`config.mk`:
```
export PLATFORM = sky130hd
export DESIGN_NAME = fire_control
export DESIGN_NICKNAME = d
export VERILOG_FILES = /design/src/rtl/fire_control.sv
export SDC_FILE = /design/constraint.sdc
export NUM_CORES = 1
export LEC_CHECK = 0
export ABC_AREA = 1
export ABC_CLOCK_PERIOD_IN_PS = 1400
export BUFFER_PORTS_ARGS = -buffer_cell sky130_fd_sc_hd__buf_2
export CAP_MARGIN = 20
export CORE_MARGIN = 5
export CORE_UTILIZATION = 35
export DETAILED_ROUTE_END_ITERATION = 10
export HOLD_SLACK_MARGIN = 0.02
export PLACE_DENSITY = 0.59
export SLEW_MARGIN = 10
export SYNTH_ARGS = -nofsm -noshare
export SYNTH_HDL_FRONTEND = slang
export SYNTH_SLANG_ARGS = --single-unit
```
`constraint.sdc`:
```
create_clock -name clk -period 1.4 [get_ports clk]
set_input_delay 0.21 -clock clk [delete_from_list [all_inputs] [get_ports clk]]
set_output_delay 0.21 -clock clk [all_outputs]
set_load 0.005 [all_outputs]
```
`src/rtl/fire_control.sv`:
```
// Trigger sequencer for the weapons ammo counter: edge-qualified shots, fixed bursts,
// programmable inter-shot cooldown, and one-cycle ammo-load requests.
//   state  | meaning
//   IDLE   | waiting for trigger edge or reload request
//   FIRE   | one-cycle shot pulse, cooldown loaded
//   COOL   | cooldown running; decides next shot of burst
//   RELOAD | one-cycle ammo load strobe
module fire_control #(
  parameter int          n         = 9,
  parameter int          BURST_LEN = 3,
  parameter int          CW        = 8,
  parameter logic [3:0]  ATTACK    = 4'b0010
) (
  input  logic          clk,
  input  logic          rst,
  input  logic [3:0]    mode,
  input  logic          trigger,
  input  logic          burst_en,
  input  logic [CW-1:0] cooldown,
  input  logic [n-1:0]  ammo,
  input  logic          reload_req,
  input  logic [n-1:0]  reload_val,
  output logic          fire,
  output logic          loadingAmmo,
  output logic [n-1:0]  ammo_load,
  output logic          dry_fire,
  output logic          mode_err,
  output logic          busy,
  output logic [15:0]   shots
);

  typedef enum logic [1:0] {
    IDLE   = 2'd0,
    FIRE   = 2'd1,
    COOL   = 2'd2,
    RELOAD = 2'd3
  } st_t;

  localparam logic [3:0] BURST_INIT = 4'(BURST_LEN);

  st_t           st;
  logic          trig_q;
  logic [3:0]    burst_left;
  logic [CW-1:0] cool_cnt;
  logic          rl_pend;
  logic [n-1:0]  load_q;
  logic          dry_q;
  logic          merr_q;
  logic          trig_edge;

  assign trig_edge = trigger & ~trig_q;

  always_ff @(posedge clk or posedge rst) begin
    if (rst) begin
      st         <= IDLE;
      trig_q     <= 1'b0;
      burst_left <= 4'd0;
      cool_cnt   <= '0;
      rl_pend    <= 1'b0;
      load_q     <= '0;
      dry_q      <= 1'b0;
      merr_q     <= 1'b0;
      shots      <= 16'd0;
    end else begin
      trig_q <= trigger;
      dry_q  <= 1'b0;
      merr_q <= 1'b0;
      if (reload_req) rl_pend <= 1'b1;

      case (st)
        IDLE: begin
          // a pending reload wins over a same-cycle trigger edge, which is lost
          if (rl_pend | reload_req) begin
            st      <= RELOAD;
            rl_pend <= 1'b0;
            load_q  <= reload_val;
          end else if (trig_edge) begin
            if (mode != ATTACK) begin
              merr_q <= 1'b1;
            end else if (ammo == '0) begin
              dry_q <= 1'b1;
            end else begin
              st         <= FIRE;
              burst_left <= burst_en ? BURST_INIT : 4'd1;
            end
          end
        end

        FIRE: begin
          burst_left <= burst_left - 4'd1;
          if (shots != 16'hFFFF) shots <= shots + 16'd1;
          cool_cnt <= cooldown;
          st       <= COOL;
        end

        COOL: begin
          if (mode != ATTACK) burst_left <= 4'd0;
          if (cool_cnt != '0) begin
            cool_cnt <= cool_cnt - CW'(1);
          end else if (burst_left != 4'd0 && ammo != '0 && mode == ATTACK) begin
            st <= FIRE;
          end else begin
            st         <= IDLE;
            burst_left <= 4'd0;
          end
        end

        RELOAD: begin
          rl_pend <= 1'b0;
          load_q  <= '0;
          st      <= IDLE;
        end

        default: st <= IDLE;
      endcase
    end
  end

  assign fire        = (st == FIRE);
  assign loadingAmmo = (st == RELOAD);
  assign ammo_load   = load_q;
  assign dry_fire    = dry_q;
  assign mode_err    = merr_q;
  assign busy        = (st != IDLE);

endmodule
```
* Word level (Yosys, flattened, before mapping)
Cells that the tools add are included.
** Cells by class
- Add/subtract/negate cells :: 3
- Eq/ne operators :: 16
- Muxes and demuxes :: 32
- Bitwise gates (word level) :: 3
- Reductions and logical operators :: 16
** Operators with widths (count)
- 2-to-1 mux 4 bit :: 7
- case mux 9 bit (2 select lines) :: 1
- adder 16 x 1 -> 16 bit (second input constant) :: 1
- inequality test 16 bit (second input constant) :: 1
- case mux 8 bit (2 select lines) :: 1
- inequality test 2 bit (second input constant) :: 7
- 2-to-1 mux 1 bit :: 12
- 2-to-1 mux 2 bit :: 6
- case mux 4 bit (3 select lines) :: 1
- zero test 9 bit :: 1
- 2-to-1 mux 9 bit :: 1
- inequality test 3 bit (second input constant) :: 3
- nonzero test 9 bit :: 1
- 2-to-1 mux 8 bit :: 1
- case mux 2 bit (4 select lines) :: 1
- nonzero test 8 bit :: 1
- subtractor 8 x 1 -> 8 bit (second input constant) :: 1
- AND reduction 2 bit :: 3
- nonzero test 2 bit :: 3
- AND reduction 5 bit :: 1
- == test 2 bit (second input constant) :: 2
- == test 4 x 2 -> 1 bit (second input constant) :: 1
- inequality test 4 x 2 -> 1 bit (second input constant) :: 1
- AND reduction 4 bit :: 1
- other kinds (10) :: 11
** Storage, ports and cells
- Register bits :: 43

* Longest topological paths before layout
- Depth in word-level cells :: 6
- Depth in mapped cells :: 10
- Gate-level depth less buffers :: 10

* Worst setup path before layout
Ideal clock, no wire load.
- Path kind :: flip-flop to flip-flop
- From :: register shots[0]
- To :: register shots[5]
- Cell stages (with the launch flop) :: 10
- Arrival time :: 1416 ps
- Path buffers :: 1
- Slack :: -135 ps
- Path through :: dfrtp_1 -> ha_1 -> nand3_2 -> nor2_2 -> nand3_2 -> nand2_4 -> inv_4 -> buf_6 -> nand2_2 -> o21ai_2
** On the way
- Longest elaborated chain between the ends :: 2
- Elaborated cells on any way between the ends :: 3
- Classes of those cells :: 1 x add/sub; 1 x eq/ne; 1 x reduce/logical
** Ends and longest elaborated chain
- start, declared :: line 29 : output logic [15:0] shots
- start signal, assigned :: line 91 : if (shots != 16'hFFFF) shots <= shots + 16'd1;
- branches (longest 2 deep; another with adder 16 x 1 -> 16 bit)
Several ways; the timed one is not identified.
A chain may end at the register's enable or synchronous reset.

* Final worst setup path
- From :: register st[1]
- To :: output port busy
** On the way
- Longest elaborated chain between the ends :: 1
** Ends and longest elaborated chain
- start, declared :: line 41 : st_t st;
- start signal, assigned :: line 55 : st <= IDLE;
- start signal, assigned :: line 74 : st <= RELOAD;
- start signal, assigned :: line 83 : st <= FIRE;
- nonzero test 2 bit :: line 124 : assign busy = (st != IDLE);
- end, declared :: line 28 : output logic busy,
No other way between the ends.

==> flow_summary.yaml <==
drt:
  wl_per_cell_um: 13.9
  first_pass_iters: 4
  vias: 2578
  avgViaCountPerCell: 4.83
  routed_wl_mm: 7.42
  drc: 0
  ant_nets: 0
  drt_iter0_drc: 69
final_layout:
  instances_no_fill: 534
  fin_util_pct: 55.9
  multi_input_area_sq_um: 1530
  antenna_cells: 0
  ff_latch_area_sq_um: 1080
  nFillCells: 634
  nets: 480
  drive_above_1_share_pct: 50.0
  area_growth_pct: 53.9
power_and_ir_drop:
  power_density_nw_per_um2: 1900
  irDropWorstVdd_mv: 0.981
  p_leak_nw: 1.86
place:
  gp_congestion: 0.813
  post-place-cells: 513
  hpwl_mm: 5.05
  portBuffers: 64
worst_setup_path:
  r2r_setup_slack_ns: -0.07
  path_buf_inv: 4
  worstPathRequired_ns: 1.19
  critPathLaunch: "st[1]$_DFFE_PP0P_"
  worstPathMaxFanout: 4
  max_stage_delay_ns: 0.47
  cp_slowest_cell: "dfrtp_2"
  cp_top_family: "flip-flops"
  crit_path_frequent_cell: "buf_6"
  crit_type: "reg -> out"
  path_cells: "inv_4 -> ha_4 -> inv_2 -> buf_6 -> buf_6"
  r2r_start: "cool_cnt[1]$_DFFE_PP0P_"
  arrival_ns: 1.28
  reg2reg_depth: 8
  end_kind: "output pin"
  worstReg2RegEnd: "cool_cnt[2]$_DFFE_PP0P_"
  startpoint_type: "flop"
floorplan:
  dieArea_sq_um: 8920
  initial_core_util_pct: 36.3
  die-width_um: 94.5
  core_sq_um: 6870
  die_h_um: 94.5
  ios: 65
  rows: 30
sta:
  slew_headroom_pct: 63.5
  finalHoldViolCount: 0
  maxSlewViolCount: 0
  tightest_slew_ns: 0.544
  fin_crit_sh_pct: 107
  fmax_mhz: 670
  layout_min_cycle_time_ns: 1.49
  rsz0062_at_grt: "true"
  fin_worst_skew_ns: 0.00670
  finalSetupViolations: 17
  worst_slack_ns: -0.0933
logic_synthesis:
  synthSimpleGateAreaFrac_pct: 28.3
  synth_top_family_by_area: "simple AND/OR/NAND/NOR gates"
  synth_area_leaders: "dfrtp_1 43%, nand2_1 8.7%, nand3_1 6.0%"
  yosysTopAreaCell: "dfrtp_1"
  synth_compound_area_share_pct: 11.1
  syn_area_per_cell_sq_um: 8.10
  synthAdderAreaFrac_pct: 4.01
  synthCells: 308
  synth_seq_cells: 43
  synth_cell_types: 39
  synth.area.mux_share_pct: 0
  syn_area_sq_um: 2500
  synth_top_area_share_pct: 43.1
  synthXorXnorAreaFrac_pct: 5.61
  syn_nets: 351
  yosys_warnings: 0
  synth-seq-area-share_pct: 43.1
clock_tree:
  clock_latency_ns: 0.30
  cts.reportedPaths.clkPinSlew_ns: 0.08
  cts_sinks: 43
  clock-root-buffer: "clkbuf_8"
  htree_levels: 2
  clockBufferDepth: 2
  cts_tree: "yes"
  cts_buffers: 5
hold_path:
  hold_depth: 3
  hp-start: "reload_val[7]"
  hold_end: "ammo_load[7]$_DFFE_PP0P_"
  hold_path.class: "in -> reg"
flow_run:
  drv_cap: 0
global_route:
  globalRouteOverflowTotal: 0
  grt_pass1_vias: 2576
  grt_max_degree: 17
  grt_antenna_before_repair: 0
  grt_util_all_layers_pct: 16.4
  grt_pass1_wl_mm: 11.8
status:
  violations: "negative setup slack"
  status: "complete, but fails checks"
## cell type report
type	instances	share of cell area, %
clock inverters	2	0.326
inverters	43	4.56
well taps	96	3.13
multi-input cells	220	39.8
flip-flops and latches	43	28.2
repair inverters	1	0.163
repair buffers	123	21.9
clock buffers	6	1.89
## registers in the layout, summed over array words and instances, names as in the netlist
| signal | flops |
|---|---|
| shots | 16 |
| trig_q | 1 |
| mode_err | 1 |
| ammo_load | 9 |
| dry_fire | 1 |
| rl_pend | 1 |
| burst_left | 4 |
| cool_cnt | 8 |
| st | 2 |
## how the worst max path moves through the flow
stage	endpoint	cells past startpoint	slack, ns
floorplan	shots[5]$_DFFE_PP0P_	9	0.007
global route	burst_left[2]$_DFFE_PP0P_	10	-0.17
detailed placement	burst_left[0]$_DFFE_PP0P_	7	-0.12
global placement	burst_left[2]$_DFFE_PP0P_	10	-0.07
finish	busy	5	-0.09
CTS	burst_left[1]$_DFFE_PP0P_	10	-0.07
## metal layers
layer | up-vias | track usage [%] | wire length [um]
met5 | - | 0 | 0
met4 | 0 | 5.17 | 128
met3 | 12 | 3.98 | 468
li1 | 1268 | - | -
met2 | 78 | 26.9 | 3620
met1 | 1220 | 21.3 | 3200
## logic make-up (layout without fill, tap and decap cells)
logic type	after synthesis	in the layout
flops	43	43
simple gates	148	150
fa+ha+maj	8	8
xor+xnor	16	16
buf+inv	47	175
compound gates	46	46
## worst reg2reg max path, cell delays in order, from the launching register on
cell	delay, ns
dfrtp_1	0.40
inv_2	0.09
ha_4	0.14
nand3_4	0.06
o21ai_4	0.27
buf_4	0.18
nand2_4	0.07
nand2_1	0.10
nand2_1	0.06
## metrics by stage
stage | hold slack (ns) | cell area [sq um] | TNS, ns | setup WS, ns | total power, mW
floorplan | 0.241 | 2510 | 0 | 0.00703 | 3.87
global route | 0.140 | 3840 | -2.61 | -0.170 | 7.89
global placement | 0.201 | 3300 | -0.396 | -0.0664 | 5.28
finish | 0.147 | 3840 | -0.744 | -0.0933 | 7.31
detailed placement | 0.210 | 3300 | -1.15 | -0.123 | 5.33
CTS | 0.139 | 3590 | -0.614 | -0.0715 | 6.75
## where the power goes
| group | total, mW | switching [mW] | leakage [nW] | internal, mW |
|---|---|---|---|---|
| clock network | 0.809 | 0.460 | 0.0412 | 0.350 |
| logic | 4.50 | 2.39 | 1.27 | 2.10 |
| registers | 2.01 | 0.345 | 0.547 | 1.66 |
| total | 7.31 | 3.20 | 1.86 | 4.12 |
## Yosys cell counts, drive strengths merged
library cell,instances
a31oi,1
nand3,32
or2,3
nand4,4
clkbuf,1
nand2,66
and2,1
nor2,29
o21ai,31
a21oi,7
ha,8
clkinv,1
nor3b,2
nand3b,1
o211ai,3
xor2,13
xnor2,3
dfrtp,43
buf,3
o22ai,1
nor4,1
o31ai,1
a22oi,1
a21boi,1
inv,42
nor3,9
## placed cells by master, fill, tap and decap left out, types with 5 or more instances in the layout
master	instances
buf_2	62
nand2_1	47
buf_6	15
dfrtp_1	37
o21ai_2	9
o21ai_0	10
nor2_2	5
inv_2	10
dfrtp_2	6
o21ai_1	11
inv_1	28
nand3_1	23
xor2_1	13
nand2_2	16
ha_4	5
buf_4	43
nand3_2	5
clkbuf_8	5
nor2_4	5
nor2_1	19
## timing repair
action | in CTS | in global routing
hold buffers | 2 | 0
gates resized for setup | 45 | 60
buffers inserted | 3 | 7
cloned | 2 | 1
hold endpoints to repair | 12 | 0
setup endpoints to repair | 32 | 43
pin swaps | 7 | 32
(Power assumes the default switching activity.)
